[src/rtl/simon_seq_engine.sv]
// simon_seq_engine: parametrised Simon game core.
//   Generates a pseudo-random colour sequence with an LFSR, plays it back with
//   a per-level speed-up, checks the player's replay against a timeout, and
//   reports game over, win and the reached level.
//
// Ports:
//   clk           in   system clock
//   reset         in   synchronous active-high reset
//   start         in   begin a new game (honoured in idle/over/win)
//   btn_num       in   [CH_W-1:0] index of the pressed button
//   btn_pressed   in   high while any button is held
//   simon_turn    out  engine owns LEDs/tone
//   simon_num     out  [CH_W-1:0] channel being played back
//   simon_pressed out  playback on-phase
//   game_over     out  high in over
//   win           out  high in win
//   level         out  [LEN_W-1:0] current sequence length / score
//
// state       | meaning
// ------------+---------------------------------------------------
// st_idle     | waiting for start, all outputs low
// st_add      | append one random step, level+1 (one cycle)
// st_show_on  | playing step idx, light/tone on for on_len ticks
// st_show_off | gap after a step, OFF_TICKS ticks
// st_wait_in  | player replays the sequence, timeout armed
// st_pause    | round complete, wait for release then OFF_TICKS
// st_over     | wrong press or timeout, level frozen
// st_win      | MAX_LEN reached
module simon_seq_engine #(
  parameter int          N_CH          = 4,
  parameter int          CH_W          = 2,
  parameter int          MAX_LEN       = 16,
  parameter int          LEN_W         = 5,
  parameter int          TICK_DIV      = 25000000,
  parameter int          ON_TICKS      = 6,
  parameter int          OFF_TICKS     = 2,
  parameter int          SPEEDUP       = 1,
  parameter int          MIN_ON_TICKS  = 2,
  parameter int          TIMEOUT_TICKS = 20,
  parameter logic [15:0] SEED          = 16'hACE1
) (
  input  logic             clk,
  input  logic             reset,
  input  logic             start,
  input  logic [CH_W-1:0]  btn_num,
  input  logic             btn_pressed,
  output logic             simon_turn,
  output logic [CH_W-1:0]  simon_num,
  output logic             simon_pressed,
  output logic             game_over,
  output logic             win,
  output logic [LEN_W-1:0] level
);

  localparam int TMAX_A = (ON_TICKS > OFF_TICKS) ? ON_TICKS : OFF_TICKS;
  localparam int TMAX_B = (TIMEOUT_TICKS > MIN_ON_TICKS) ? TIMEOUT_TICKS : MIN_ON_TICKS;
  localparam int TMAX   = (TMAX_A > TMAX_B) ? TMAX_A : TMAX_B;
  localparam int TK_W   = $clog2(TMAX + 1);
  localparam int PS_W   = (TICK_DIV > 1) ? $clog2(TICK_DIV) : 1;
  localparam logic [PS_W-1:0] PS_LOAD = PS_W'(TICK_DIV - 1);

  typedef enum logic [2:0] {
    st_idle, st_add, st_show_on, st_show_off,
    st_wait_in, st_pause, st_over, st_win
  } state_t;

  state_t            st, st_nxt;
  logic [15:0]       lfsr;
  logic              btn_q;
  logic [LEN_W-1:0]  idx, idx_nxt, level_nxt;
  logic [CH_W-1:0]   mem [MAX_LEN];
  logic [PS_W-1:0]   presc;
  logic [TK_W-1:0]   tick_cnt;
  logic [TK_W-1:0]   on_last;
  logic              tick, press, tmr_restart, tmr_clr, mem_we;
  logic              on_done, off_done, to_done;
  logic [CH_W-1:0]   step_val, cur_val, rd_val;
  int                on_len_i;

  // Fibonacci LFSR, taps 16,14,13,11 in shift-right form.
  logic lfsr_fb;
  assign lfsr_fb = lfsr[0] ^ lfsr[2] ^ lfsr[3] ^ lfsr[5];

  always_comb begin
    step_val = lfsr[CH_W-1:0];
    if ({1'b0, lfsr[CH_W-1:0]} >= (CH_W+1)'(N_CH))
      step_val = lfsr[CH_W-1:0] - CH_W'(N_CH);
  end

  // Saturating on-time: never drops below MIN_ON_TICKS, no underflow.
  always_comb begin
    on_len_i = ON_TICKS;
    if (level > LEN_W'(1)) begin
      if ((int'(level) - 1) * SPEEDUP >= ON_TICKS - MIN_ON_TICKS)
        on_len_i = MIN_ON_TICKS;
      else
        on_len_i = ON_TICKS - (int'(level) - 1) * SPEEDUP;
    end
    if (on_len_i < MIN_ON_TICKS)
      on_len_i = MIN_ON_TICKS;
  end

  assign on_last  = TK_W'(on_len_i - 1);
  assign tick     = (presc == '0);
  assign on_done  = tick && (tick_cnt == on_last);
  assign off_done = tick && (tick_cnt == TK_W'(OFF_TICKS - 1));
  assign to_done  = tick && (tick_cnt == TK_W'(TIMEOUT_TICKS - 1));
  assign press    = btn_pressed & ~btn_q;

  always_comb begin
    cur_val = '0;
    for (int i = 0; i < MAX_LEN; i++)
      if (idx == LEN_W'(i)) cur_val = mem[i];
  end

  always_comb begin
    st_nxt      = st;
    idx_nxt     = idx;
    level_nxt   = level;
    mem_we      = 1'b0;
    tmr_restart = 1'b0;
    case (st)
      st_idle, st_over, st_win: begin
        if (start) begin
          st_nxt    = st_add;
          level_nxt = '0;
        end
      end
      st_add: begin
        mem_we    = 1'b1;
        level_nxt = level + 1'b1;
        idx_nxt   = '0;
        st_nxt    = st_show_on;
      end
      st_show_on: begin
        if (on_done) st_nxt = st_show_off;
      end
      st_show_off: begin
        if (off_done) begin
          if (idx == level - 1'b1) begin
            idx_nxt = '0;
            st_nxt  = st_wait_in;
          end else begin
            idx_nxt = idx + 1'b1;
            st_nxt  = st_show_on;
          end
        end
      end
      st_wait_in: begin
        // A press in the same cycle as timeout expiry takes priority.
        if (press) begin
          if (btn_num == cur_val) begin
            if (idx == level - 1'b1) begin
              st_nxt = (level == LEN_W'(MAX_LEN)) ? st_win : st_pause;
            end else begin
              idx_nxt     = idx + 1'b1;
              tmr_restart = 1'b1;
            end
          end else begin
            st_nxt = st_over;
          end
        end else if (to_done) begin
          st_nxt = st_over;
        end
      end
      st_pause: begin
        // The gap only starts counting once every button is released.
        if (btn_pressed) tmr_restart = 1'b1;
        else if (off_done) st_nxt = st_add;
      end
      default: st_nxt = st_idle;
    endcase
  end

  assign tmr_clr = tmr_restart | (st_nxt != st);

  // Playback channel for the next cycle; bypass covers writing and showing
  // the same slot on the add -> show_on edge.
  always_comb begin
    rd_val = '0;
    for (int i = 0; i < MAX_LEN; i++)
      if (idx_nxt == LEN_W'(i)) rd_val = mem[i];
    if (mem_we && (idx_nxt == level))
      rd_val = step_val;
  end

  always_ff @(posedge clk) begin
    if (mem_we && !reset) begin
      for (int i = 0; i < MAX_LEN; i++)
        if (level == LEN_W'(i)) mem[i] <= step_val;
    end
  end

  always_ff @(posedge clk) begin
    if (reset) begin
      st            <= st_idle;
      lfsr          <= SEED;
      btn_q         <= 1'b0;
      idx           <= '0;
      level         <= '0;
      presc         <= PS_LOAD;
      tick_cnt      <= '0;
      simon_turn    <= 1'b0;
      simon_num     <= '0;
      simon_pressed <= 1'b0;
      game_over     <= 1'b0;
      win           <= 1'b0;
    end else begin
      st    <= st_nxt;
      lfsr  <= {lfsr_fb, lfsr[15:1]};
      btn_q <= btn_pressed;
      idx   <= idx_nxt;
      level <= level_nxt;
      if (tmr_clr || tick) presc <= PS_LOAD;
      else                 presc <= presc - 1'b1;
      if (tmr_clr)   tick_cnt <= '0;
      else if (tick) tick_cnt <= tick_cnt + 1'b1;
      simon_turn    <= (st_nxt == st_add) || (st_nxt == st_show_on) ||
                       (st_nxt == st_show_off) || (st_nxt == st_pause);
      simon_pressed <= (st_nxt == st_show_on);
      simon_num     <= ((st_nxt == st_show_on) || (st_nxt == st_show_off)) ? rd_val : '0;
      game_over     <= (st_nxt == st_over);
      win           <= (st_nxt == st_win);
    end
  end

endmodule

[config.mk]
export PLATFORM = sky130hd
export DESIGN_NAME = simon_seq_engine
export DESIGN_NICKNAME = d
export VERILOG_FILES = /design/src/rtl/simon_seq_engine.sv
export SDC_FILE = /design/constraint.sdc
export NUM_CORES = 1
export LEC_CHECK = 0
export CAP_MARGIN = 25
export CORE_UTILIZATION = 30
export CTS_CLUSTER_DIAMETER = 150
export CTS_CLUSTER_SIZE = 14
export DETAILED_ROUTE_END_ITERATION = 8
export GPL_TIMING_DRIVEN = 0
export SYNTH_ARGS = -nofsm -noshare
export SYNTH_HDL_FRONTEND = slang
export SYNTH_SLANG_ARGS = --single-unit
[constraint.sdc]
create_clock -name clk -period 13.3 [get_ports clk]
set_clock_uncertainty 0.05 [all_clocks]
set_input_delay 1.33 -clock clk [delete_from_list [all_inputs] [get_ports clk]]
set_output_delay 1.33 -clock clk [all_outputs]
set_load 0.02 [all_outputs]
==> summary by stage, run 1 <==
Global routing
The first global-routing pass estimated 23,400 um of wire. The via count of the first global-routing pass came to 4,357. The pin count of the biggest net entering global routing is 19.

Summed over all layers, the global routing overflow is 0. The number of antenna violations at the first check in global routing is 0. For this run, the total global-route usage over all layers was measured as 15.3%.

Yosys
The synthesis warning total is 0. The multiplexer fraction of the synthesized cell area is 3.69%. Summed over its instances, the top area cell type makes up 23.0% of the synthesized netlist area. The complex-gate fraction of the synthesized area is 15.3%.

The fraction of synthesized cell area in xor and xnor cells is 5.93%. The leading area contributor after synthesis is dfxtp_1. Synthesis produced a netlist with a net count of 653.

Counting every instance in the synthesized netlist gives 630. Of all flip-flops after synthesis, the portion carrying an async set or reset was 0%. The register bit count reported by yosys is 98.

The sequential-to-total area share from yosys stat is 39.6%. Ranked by total cell area, the synthesized netlist is headed by dfxtp_1 (23%), edfxtp_1 (17%), nor2_1 (4.2%). Of the total synthesized cell area, the portion taken by full adders, half adders and majority gates is 3.69%. The average instance in the mapped netlist occupies 9.14 um2. The simple-gate share of the synthesized area is 27.3%. In this run the cell area of the synthesized design comes to 0.00576 mm2. After synthesis, the netlist uses 86 different library cells. The number of enable-type register cells in the synthesized netlist is 32. The main combinational cell family by area after synthesis is simple AND/OR/NAND/NOR gates. Among all flip-flop cells after synthesis, the most frequent one is dfxtp_1.

Clock network
The hold buffer count at CTS is 0. The clock passes through at most 2 buffers. The root buffer cell chosen for the clock tree is clkbuf_16.

The clock-pin slew on the worst setup and hold paths is 0.07 ns. The post-cts repair resize count is 0. The H-tree was split into 3 levels. TritonCTS built the clock tree.

The insertion delay of the later-clocked pin in the worst-skew pair is 0.35 ns. The number of clock sinks is 98. The number of post-CTS setup repair buffers is 0. The number of clock buffers added by TritonCTS is 9.

Die
The vertical die dimension is 141 um. The placement row count is 50. The die span in x is 141 um.

The initial core utilization is 30.7%. The die covers 0.0197 mm2. In this run the count of I/O pins placed on the die edge is 17. The area inside the core boundary is 0.0188 mm2.

Critical path
The data required time of the worst path is 13.48 ns. Walking the worst path, the cells encountered are ha_1 > clkbuf_1 > and3_1 > ha_1 > nor4bb_1 > o21ai_1 > o21ai_0 > or2_2 > o21ai_1 > nor3_1 > and3_1 > o21ai_0 > mux2i_1 > or4_1 > buf_2 > nor2_2 > buf_2 > nand2_1. The length in cells of the worst reg-to-reg path is 18.

The startpoint of the most critical setup path is idx[0]$_SDFF_PP0_. The endpoint identified for the worst register-to-register timing path is presc[2]$_SDFF_PP1_. The worst register-to-register path begins at idx[0]$_SDFF_PP0_.

In this run the worst path has a maximum fanout of 10. The sort of element at the end of the critical path is a flip-flop. The slowest library cell on the worst path is dfxtp_1. The largest stage delay on the critical path is 0.52 ns.

The setup slack of the worst register-to-register path is 7.98 ns. The data arrival time of the critical path is 5.50 ns. The worst setup path is launched from a flip-flop. The critical path ends at presc[2]$_SDFF_PP1_. The worst setup path is of the flip-flop to flip-flop kind.

Finish
The number of antenna diodes in the final layout is 0. In the layout the commonest cells are dfxtp_1 (66), nor2_1 (64), nand2_1 (49). Once layout is complete, the utilization of the core stands at 34.7%. The net count of the finished layout is 680. Summing all non-filler instances in the final layout gives an area of 0.00651 mm2. The total area of multi-input combinational cells is 0.00322 mm2. Fill cells in the final layout number 1,940. The area overhead of the layout relative to synthesis is 13.1%. Leaving out fill and tap cells, the most frequent cell in the layout is dfxtp_1.

The finished layout holds 896 standard cells, fillers aside. The sequential standard cell area is 0.00228 mm2. Of the cells placed in the final design, the portion with a size suffix greater than 1 is 11.2%.

Timing
The final setup violation count is 0. The total negative slack is 0 ns. Setup repair after global routing left no endpoint under its margin.

The worst path uses 40.0% of the clock period. The clock period minus worst slack is 5.32 ns. The maximum operating frequency is 0.188 GHz.

The worst hold margin is 0.355 ns. In this run the tightest slew margin relative to its limit is 52.8%. The transition at the pin with the smallest max-transition slack is 0.707 ns. The final worst slack is 7.98 ns. The count of endpoints failing hold in the final timing report is 0. The total count of max-transition violations in the final report was 0.

Placed design
The half-perimeter wire length after placement is 11,100 um. The instance area after placement is 0.00621 mm2. The congestion estimate from routability-driven global placement came to 0.873.

Before CTS, the worst setup slack after placement is 7.95 ns. In this run the tool buffered the top-level ports with 16 buffer cells. The cell count after placement is 880.

Route
The total number of vias is 4,712. The first TritonRoute pass finished after 7 iterations. The iteration-0 DRC count of the detailed router is 329.

Dividing the detail-routed via count by the number of cells gives 5.26. The DRC violation count after routing is 0. Once detail routing completed, the nets flagged for antenna violations numbered 0. The detail-routed net length per standard cell is 16.3 um. Wires add up to 14,600 um.

Power
The worst vdd rail ir drop is 0.0000829 V. Power spread over the standard cell area amounts to 131 mW/mm2. The static leakage power is 2.31 nW. The power after layout is 0.855 mW.

Worst hold path
The class of the worst hold path is flip-flop to flip-flop. The worst hold path begins at presc[0]$_SDFF_PP1_.

Status
The flow ran to the end, and the final reports show no timing, DRC or antenna violations.

Run
The number of violations of the max-capacitance limit is 0.
[worst min path at each step]
stage                                      to  slack (ns)  cells after the start
after global placement    presc[0]$_SDFF_PP1_        0.33                      1
after CTS                 presc[0]$_SDFF_PP1_        0.36                      1
final                     presc[0]$_SDFF_PP1_        0.36                      1
after global routing      lfsr[10]$_SDFF_PP1_        0.37                      1
after detailed placement  presc[0]$_SDFF_PP1_        0.34                      1
after floorplan           presc[0]$_SDFF_PP1_        0.32                      1
[layout make-up]
class                   instances  area share (%)
plain buffers                  34            2.59
multi-input cells             475            49.4
repair buffers                 16            2.46
flip-flops and latches         98            35.0
well taps                     234            4.50
inverters                      23            1.33
clock buffers                  14            4.38
clock inverters                 2           0.269
[synthesized netlist by cell type (all sizes together) (7+ instances only)]
library cell	instances
nand3	17
edfxtp	32
and2	7
nor3	18
and3	9
buf	15
nand4	7
nor2	74
inv	23
xnor2	21
a21oi	22
or3	9
o21ai	24
ha	17
or2	14
xor2	18
nand2b	14
clkbuf	19
nor4	13
nand2	50
nor2b	22
dfxtp	66
mux2i	17
[worst max-delay path: cells and delay by family, from the launching register on]
family,cells,cell delay (ns)
compound gates,4,1.14
fa+ha+maj,2,0.56
buf+inv,3,0.95
flops,1,0.52
mux,1,0.14
simple gates,8,1.81
[layer usage]
layer	GRT usage [%]	share of wire (%)
met5	0	0
met4	5.43	1.8
met3	3.32	5.5
met2	24.6	46
met1	20.4	47
[power by group]
part | switching [mW] | total (mW) | internal [mW]
Combinational | 0.163 | 0.261 | 0.0977
Sequential | 0.00908 | 0.334 | 0.325
Clock | 0.111 | 0.261 | 0.150
Total | 0.283 | 0.855 | 0.572
[cells by family (layout without fill, tap and decap cells)]
| family | after synthesis | after routing |
|---|---|---|
| AND/OR/NAND/NOR | 281 | 281 |
| AO/OA/AOI/OAI | 119 | 119 |
| flip-flops | 98 | 98 |
| buffers and inverters | 57 | 89 |
| XOR/XNOR | 39 | 39 |
| multiplexers | 19 | 19 |
| adder cells (fa/ha/maj) | 17 | 17 |
[state kept, by name (all words and copies together), names as in the netlist]
name and cells:
simon_pressed 1, btn_q 1, idx 5, tick_cnt 5
st 3, win 1, game_over 1, lfsr 16
simon_turn 1, level 5, presc 25, simon_num 2
mem 32
(Power assumes the default switching activity.)
==> run 2: changes to the inputs <==
Clock period 13.3 ns to 5.5 ns, I/O delays scaled along.
==> run 2 against run 1 <==
Power is 140% higher. Sequential share of layout area is essentially flat. Routed wire length is essentially flat. Clock-buffer cell count unchanged. Cell count stayed put. Hold slack hardly changed. First-iteration DRC count down 0.91%. Register-to-register slack got worse by 7.5 ns. Critical path depth decreased by 1. Combinational power up 140%.
==> summary by stage, run 2 (synthesized netlist as in run 1, its figures left out) <==
Placed design
The pre-CTS setup slack is 0.150 ns. The congestion estimate from routability-driven global placement came to 0.873. During placement, the flow inserted port buffers numbering 16. Detailed placement finished with a half-perimeter wire length of 11,100 um.

Worst hold path
Along the worst hold path, the cell count comes to 1. The hold path startpoint is presc[0]$_SDFF_PP1_. The hold path endpoint is presc[0]$_SDFF_PP1_. In this run the worst hold path is classified as flip-flop to flip-flop.

Critical path
Counting both buffers and inverters, the worst setup path holds a total of 4. The signal on the critical path passes through inv_1 > ha_1 > buf_2 > or4b_4 > o32ai_2 > o311ai_1 > a2111oi_4 > mux2i_2 > nor3_1 > a311o_1 > o211ai_2 > xnor2_1 > or4_1 > buf_2 > nor2_2 > buf_2 > nand2_1. The worst setup path is of the flip-flop to flip-flop kind. The setup slack of the worst register-to-register path is 0.48 ns. Among the stages of the critical path, the cell type that occurs most often is buf_2. In this run the critical register-to-register path is captured at presc[2]$_SDFF_PP1_. The slowest stage of the critical path is the or4b_4 cell. The largest stage delay on the critical path is 0.50 ns. The length in cells of the worst reg-to-reg path is 17.

The data required time of the worst path is 5.68 ns. The worst setup path is launched from a flip-flop. The cell type group with the largest total delay on the critical path is simple AND/OR/NAND/NOR gates. STA puts the critical path data arrival time at 5.20 ns. The worst setup path is captured at a flip-flop. The launching point of the worst reg2reg path is idx[0]$_SDFF_PP0_.

Of all nets on the critical path, the largest fanout is 10.

Die
The initial core utilization is 30.7%. 17 I/O pins were placed. The vertical die dimension is 141 um. After floorplanning, the core was sized to cover 0.0188 mm2.

Row generation in the floorplan step produced 50 rows. The die area is 0.0197 mm2. The die is 141 um wide.

Power
The power per cell area is 318 mW/mm2. Summed over all cells, the static leakage comes to 2.31 nW. The worst vdd rail ir drop is 0.000200 V.

Finish
The final layout contains 680 nets. Leaving out fill and tap cells, the most frequent cells in the layout are dfxtp_1 (66), nor2_1 (64), nand2_1 (49). In the final layout, the registers with the most flip-flops are mem x32, presc x25, lfsr x16. The register with the most flip-flops is mem.

Of the cells placed in the final design, the portion with a size suffix greater than 1 is 11.5%. The number of filler instances in the final layout is 1,938. The number of flip-flops under the largest register name is 32.

The most common cell after layout, fill and taps aside is dfxtp_1. The number of diodes is 0. The area overhead of the layout relative to synthesis is 13.3%.

Clock network
The longest clock path from root to sink contains 2 buffers. At the later pin of the worst-skew pair, clock insertion delay measures 0.35 ns. CTS placed an instance of clkbuf_16 at the clock tree root. TritonCTS built the clock tree. TritonCTS created 9 clock buffers. The hold buffer count at CTS is 0. The total number of H-tree levels is 3. Clock tree synthesis found a total of 98 sinks. The clock-pin slew on the worst setup and hold paths is 0.07 ns.

Global routing
The number of antenna violations at the first check in global routing is 0. The aggregate global routing overflow is 0. The pin count of the biggest net entering global routing is 19. The first global-routing pass estimated 23,400 um of wire. The via count of the first global-routing pass was 4,357.

The overall global routing resource usage is 15.3%.

Timing
The count of endpoints failing hold in the final timing report is 0. Setup repair after global routing left no endpoint under its margin. For the pin with the worst max-slew slack, the measured transition is 0.704 ns.

The total negative slack is 0 ns. Static timing analysis puts the maximum clock frequency at 0.199 GHz. The final setup violation count is 0. The final critical path takes up 91.2% of the cycle.

After layout, the worst setup slack is 0.483 ns. The relative max-transition margin is 53.0%. For the finished layout, the period the worst path requires is 5.02 ns.

The total count of max-transition violations in the final report was 0.

Route
The detailed-route vias per instance is 5.28. The first-pass iteration count of the detailed router is 5. The first routing iteration left 326 violations. The DRC violation count after routing is 0.

The routed layout has 4,729 vias. The post-detailed-routing wire length is 14,600 um. After detailed routing, the average wire length per cell comes to 16.3 um.

The antenna violation net count after detailed routing is 0.

Status
The run finished with clean final reports.

Run
The number of violations of the max-capacitance limit is 0.
## run 2: cell counts in the layout (fill, tap and decap cells not counted)
No cell type changed its count.
## run 2: worst max-delay path by stage
stage                                     start                    to  slack [ns]  cells past startpoint
final                         idx[0]$_SDFF_PP0_   presc[2]$_SDFF_PP1_        0.48                     17
after CTS                 level[0]$_SDFFE_PP0P_   presc[2]$_SDFF_PP1_        0.11                     18
after floorplan           level[0]$_SDFFE_PP0P_  presc[11]$_SDFF_PP1_        1.07                     18
after global routing      level[0]$_SDFFE_PP0P_  presc[22]$_SDFF_PP1_        0.14                     18
after global placement    level[0]$_SDFFE_PP0P_   presc[2]$_SDFF_PP1_        0.14                     18
after detailed placement  level[0]$_SDFFE_PP0P_  presc[18]$_SDFF_PP1_        0.15                     18
## run 2: what timing repair did
item,4_1_cts,5_1_grt
setup endpoints to repair,0,23
setup buffers,0,0
hold endpoints to repair,0,0
resized for setup,0,4
## run 2: area by class of cell
type / instances / area [um2] / area share [%]
multi-input cells: 475 / 3230 / 49.5
flip-flops and latches: 98 / 2280 / 35.0
well taps: 234 / 293 / 4.49
clock buffers: 14 / 285 / 4.38
plain buffers: 34 / 170 / 2.61
repair buffers: 16 / 160 / 2.46
inverters: 23 / 86.3 / 1.32
clock inverters: 2 / 17.5 / 0.269
## run 2: where the power goes
group | switching (mW) | internal (mW)
registers | 0.0221 | 0.785
logic | 0.396 | 0.239
clock network | 0.269 | 0.362
## run 2: metal layers
layer | routed length, um | track usage, % | vias up
li1 | - | - | 2339
met3 | 837 | 3.32 | 24
met4 | 260 | 5.43 | 0
met1 | 6850 | 20.4 | 2228
met2 | 6690 | 24.6 | 138
met5 | 0 | 0 | -
## run 2: stage by stage
stage	cell area (um2)	hold WS (ns)	util [%]	instances	power, mW
detailed placement	6210	0.340	33.1	880	1.45
finish	6520	0.355	34.7	896	2.07
CTS	6510	0.358	34.7	896	2.08
global placement	6210	0.329	33.1	880	1.45
global route	6520	0.375	34.7	896	2.19
floorplan	5760	0.317	-	630	1.28
==> run 3: changes to the inputs <==
Settings changed: CORE_MARGIN set to 2, TNS_END_PERCENT set to 10.
==> run 3 against run 2 <==
Utilization rose by 0.067 points. Via count shrank 0.61%. Sequential power barely moved. Critical endpoint unchanged.
==> summary by stage, run 3 (synthesized netlist as in run 1, its figures left out) <==
Placed design
The routability-driven placement congestion ratio is 0.879. Port buffering added 16 buffers. Counting tap cells, the placed design contains a total of 880 instances. The half-perimeter wire length after placement is 11,100 um.

Timing analysis after detailed placement gives a worst setup slack of 0.161 ns.

Critical path
The signal on the critical path passes through ha_1 > clkbuf_1 > and3_1 > ha_1 > nor4bb_1 > o21ai_1 > o21ai_0 > or2_2 > o21ai_1 > nor3_1 > a311o_1 > o211ai_2 > xnor2_1 > or4_1 > buf_2 > nor2_2 > buf_2 > nand2_1. The worst-path maximum fanout is 10. The length in cells of the worst reg-to-reg path is 18. The startpoint of the most critical setup path is idx[0]$_SDFF_PP0_. STA classifies the critical path startpoint as a flip-flop.

The setup check on the worst reg-to-reg path leaves a slack of 0.47 ns. Broken down by cell family, the worst path's largest delay share belongs to simple AND/OR/NAND/NOR gates. In this run the critical register-to-register path is launched from idx[0]$_SDFF_PP0_. The critical path is of the flip-flop to flip-flop type. The buffering stage count on the worst path with inverters included is 3. The sort of element at the end of the critical path is a flip-flop.

At the worst endpoint, the arrival time is 5.21 ns. The slowest stage of the critical path belongs to the cell dfxtp_1. The data required time of the worst path is 5.68 ns. In this design, the stage delay of the slowest critical-path cell is 0.52 ns. The critical register-to-register path endpoint is presc[2]$_SDFF_PP1_.

Clock network
TritonCTS created 9 clock buffers. The number of clock sinks is 98. TritonCTS built the clock tree. The H-tree was split into 3 levels. For the worst-skew pair, the clock arrives at the later sink with an insertion delay of 0.34 ns.

The tree is rooted in a clkbuf_16. The number of setup buffers added after CTS is 0. The clock-pin slew on the worst setup and hold paths is 0.06 ns. No sink is reached through more buffers than the 2 on the longest clock path.

Timing
The total count of max-transition violations in the final report came to 0. The count of endpoints failing hold in the final timing report is 0. The final setup violation count is 0. The transition at the pin with the smallest max-transition slack is 0.666 ns. The worst hold margin is 0.352 ns. After layout, the worst setup slack is 0.468 ns. Dividing the final minimum period by the clock period gives 91.5%. Setup repair after global routing left no endpoint under its margin. The clock period minus worst slack is 5.03 ns. The total negative slack is 0 ns.

In this run the tightest slew margin relative to its limit is 55.4%. Derived from the worst setup path, the maximum achievable clock frequency is 0.199 GHz.

Route
The first detailed-routing pass ran for 5 iterations. In the routed design, unresolved DRC markers number 0. The post-detailed-routing wire length is 14,700 um. Once detail routing completed, the nets flagged for antenna violations numbered 0.

The detailed-route vias per instance is 5.25. The first routing iteration left 394 violations. The detailed router placed 4,700 vias in this run.

The detail-routed net length per standard cell is 16.4 um.

Die
The vertical die dimension is 143 um. The I/O pin total is 17. The initial utilization of the core area, before any placement, comes to 30.7%.

The floorplan step defined a core boundary enclosing 0.0188 mm2. The die span in x is 143 um. The placement row count is 50. The die area is 0.0203 mm2.

Finish
The register with the most flip-flops is mem. The total area of multi-input combinational cells is 0.00323 mm2. The largest registers in the layout are mem x32, presc x25, lfsr x16. At the end of the flow, the number of nets in the layout was 680. The number of diodes is 0.

Leaving out filler cells and counting taps, the final layout contains 896. Cells with a size suffix above 1 make up 11.5% of the layout. The most common cell after layout, fill and taps aside is dfxtp_1. Cells fill 34.8% of the core in the end. In the layout the commonest cells are dfxtp_1 (66), nor2_1 (64), nand2_1 (49). After filler insertion, the fill cell instance count of the layout stands at 1,949.

The sequential standard cell area is 0.00228 mm2. Compared with the post-synthesis result, the final layout area differs by 13.5%. The number of flip-flops under the largest register name is 32.

Power
The worst vdd rail ir drop is 0.000167 V. In this run switching power makes up 32.6% of total power. In this run, the clock network consumes 31.7% of the power. The sequential power share is 38.3%. Summed over all cells, the static leakage comes to 2.31 nW. The power spent charging and discharging nets is 0.689 mW.

The internal portion of total power is 1.42 mW. Per report_power, the combinational group accounts for 30.1% of the total. In this run the power density over the cells is 323 mW/mm2.

Worst hold path
Counting instances, the worst hold path has a depth of 1. The hold path startpoint is presc[0]$_SDFF_PP1_. The class of the worst hold path is flip-flop to flip-flop. For hold timing, the worst endpoint is presc[0]$_SDFF_PP1_.

Global routing
The number of antenna violations at the first check in global routing came to 0. The via count of the first global-routing pass is 4,408. For this run, the total global-route usage over all layers was measured as 15.1%. The pin count of the biggest net entering global routing is 19.

The aggregate global routing overflow is 0. The first global-routing pass estimated 23,900 um of wire.

Status
The run finished with clean final reports.

Run
The number of violations of the max-capacitance limit is 0.
==> run 3: cell types whose count changed in the layout (fill, tap and decap cells not counted), sizes merged <==
cell and delta:
clkbuf -4, bufinv +2, clkinvlp +2, clkinv -1
inv +1
==> run 3: worst max path at each step <==
| stage | end | slack (ns) | cells after the start |
|---|---|---|---|
| 2_1_floorplan | presc[11]$_SDFF_PP1_ | 1.07 | 18 |
| 3_3_place_gp | presc[2]$_SDFF_PP1_ | 0.14 | 18 |
| 3_5_place_dp | presc[2]$_SDFF_PP1_ | 0.16 | 18 |
| 4_1_cts | presc[2]$_SDFF_PP1_ | 0.11 | 18 |
| 5_1_grt | presc[18]$_SDFF_PP1_ | 0.04 | 18 |
| 6_report | presc[2]$_SDFF_PP1_ | 0.47 | 18 |
==> run 3: per-layer routing <==
metal	track usage, %	routed length, um
met3	3.47	716
met5	0	0
met4	5.16	333
met2	23.4	6680
met1	20.6	6990
==> run 3: repair_timing <==
item	CTS	global route
hold endpoints to repair	0	0
hold buffers	0	0
gates resized for setup	0	2
endpoints found under the setup margin	0	23
==> run 3: worst reg2reg max path: stages (launching register included) <==
cell      delay, ns
dfxtp_1        0.52
ha_1           0.36
clkbuf_1       0.45
and3_1         0.23
ha_1           0.21
nor4bb_1       0.09
o21ai_1        0.09
o21ai_0        0.11
or2_2          0.31
o21ai_1        0.41
nor3_1         0.18
a311o_1        0.35
o211ai_2       0.24
xnor2_1        0.09
or4_1          0.46
buf_2          0.20
nor2_2         0.22
buf_2          0.28
nand2_1        0.07
==> run 3: metrics by stage <==
stage	instance area [um2]	power (mW)
global placement	6210	1.45
CTS	6530	2.12
finish	6530	2.11
detailed placement	6210	1.45
floorplan	5760	1.28
global route	6530	2.23
==> run 3: power groups by stage <==
stage | Sequential [mW] | Clock (mW) | Combinational (mW)
floorplan | 0.833 | 0 | 0.448
global placement | 0.824 | 0 | 0.624
detailed placement | 0.824 | 0 | 0.625
CTS | 0.808 | 0.687 | 0.628
global route | 0.813 | 0.715 | 0.705
finish | 0.808 | 0.669 | 0.635
==> run 3: layout make-up <==
cell class                 count  share of cell area [%]
multi-input combinational    475                    49.4
sequential                    98                    34.9
tap                          234                    4.48
clock buffer                  10                    3.51
buffer                        34                    2.59
timing repair buffer          16                    2.45
clock inverter                 6                    1.34
inverter                      23                    1.32
==> edit, RTL diff (flow settings as in run 1) <==
Re-encode `state_t` (8 states) as one-hot, 8 bits wide.
--- a/src/rtl/simon_seq_engine.sv
+++ b/src/rtl/simon_seq_engine.sv
@@ -59,9 +59,9 @@
   localparam int PS_W   = (TICK_DIV > 1) ? $clog2(TICK_DIV) : 1;
   localparam logic [PS_W-1:0] PS_LOAD = PS_W'(TICK_DIV - 1);
 
-  typedef enum logic [2:0] {
-    st_idle, st_add, st_show_on, st_show_off,
-    st_wait_in, st_pause, st_over, st_win
+  typedef enum logic [7:0] {
+    st_idle = 8'b00000001, st_add = 8'b00000010, st_show_on = 8'b00000100, st_show_off = 8'b00001000,
+    st_wait_in = 8'b00010000, st_pause = 8'b00100000, st_over = 8'b01000000, st_win = 8'b10000000
   } state_t;
 
   state_t            st, st_nxt;
Behaviour: no difference found for any inputs over 10 cycles, from zero or initial values and one cycle with reset high; not proved beyond that.
==> edit against run 1 <==
Count of clock-buffer cells in the layout fell by 3. Cell area up 3.6%. First-iteration DRC count rose by 45%. Setup slack better by 0.42 ns. Die area is 3.2% higher. Sequential cell count grew 5. Critical path depth grew 2. Synthesized area up 3.3%. Wire length up 1.6%. Synthesized cell count is 5.6% higher. Cell count grew 7.4%. Critical endpoint is now presc[11]$_SDFF_PP1_.
Power is not compared: it rests on default switching activity, and its combinational part moved more than twofold at a synthesized area within 25%.
==> edit: results (changes against run 1) <==
- Post-synth top cells: nor2_1 (73), dfxtp_1 (71), nand2_1 (48) (was dfxtp_1 (66), nor2_1 (64), nand2_1 (49))
- Syn Inst Count: 665 (was 630)
- Post-Synth Adder-Cell Area: 3.577% (was 3.695%)
- Cell Area, Placed: 6437 um^2 (was 6210 um^2)
- Syn Nets: 688 (was 653)
- NumNets Final: 715 (was 680)
- Hpwl dp: 11300 um (was 11100 um)
- Status: completed (unchanged)
- GRT met3 Usage: 2.683% (was 3.316%)
- Placement Setup Slack: 8.451 ns (was 7.950 ns)
- Met2 Resource Use GR: 22.73% (was 24.55%)
- First-pass GRT wire length: 24070 um (was 23400 um)
- Post-Place Cells: 946 (was 880)
- Largest stage delay, worst path: 0.47 ns (was 0.52 ns)
- Mux cell area share after synthesis: 1.747% (was 3.695%)
- GPL Wtd Cong: 0.8498 (was 0.8734)
- Fill count: 2022 (was 1940)
- Vias in the first global route: 4529 (was 4357)
- Layout cells sized above 1: 9.469% (was 11.18%)
- Met1 Use GR: 22.08% (was 20.36%)
- TritonRoute pass-1 iters: 5 (was 7)
- Met3 routed WL: 726 um (was 806 um)
- Via Count: 4932 (was 4712)
- First DRT Iteration DRCs: 478 (was 329)
- DR WL/cell: 15.48 um (was 16.35 um)
- Synth top area cells: dfxtp_1 (24%), edfxtp_1 (16%), nor2_1 (4.6%), xnor2_1 (4.4%), ha_1 (3.6%) (was dfxtp_1 (23%), edfxtp_1 (17%), nor2_1 (4.2%), ha_1 (3.7%), nand2_1 (3.2%))
-- edit: cell type report --
class | count | area [um^2] | share of cell area [%]
flip-flops and latches | 103 | 2382 | 35.32
clock inverters | 5 | 53.80 | 0.7976
well taps | 265 | 331.6 | 4.916
clock buffers | 11 | 254.0 | 3.766
plain buffers | 35 | 178.9 | 2.653
multi-input cells | 494 | 3261 | 48.34
inverters | 33 | 123.9 | 1.836
repair buffers | 16 | 160.2 | 2.374
-- edit: worst paths after layout --
kind                         start              endpoint  slack [ns]  cells past startpoint
max reg2reg  level[0]$_SDFFE_PP0P_  presc[11]$_SDFF_PP1_        8.41                     20
max          level[0]$_SDFFE_PP0P_  presc[11]$_SDFF_PP1_        8.41                     20
min            presc[0]$_SDFF_PP1_   presc[0]$_SDFF_PP1_        0.35                      1
min reg2reg    presc[0]$_SDFF_PP1_   presc[0]$_SDFF_PP1_        0.35                      1
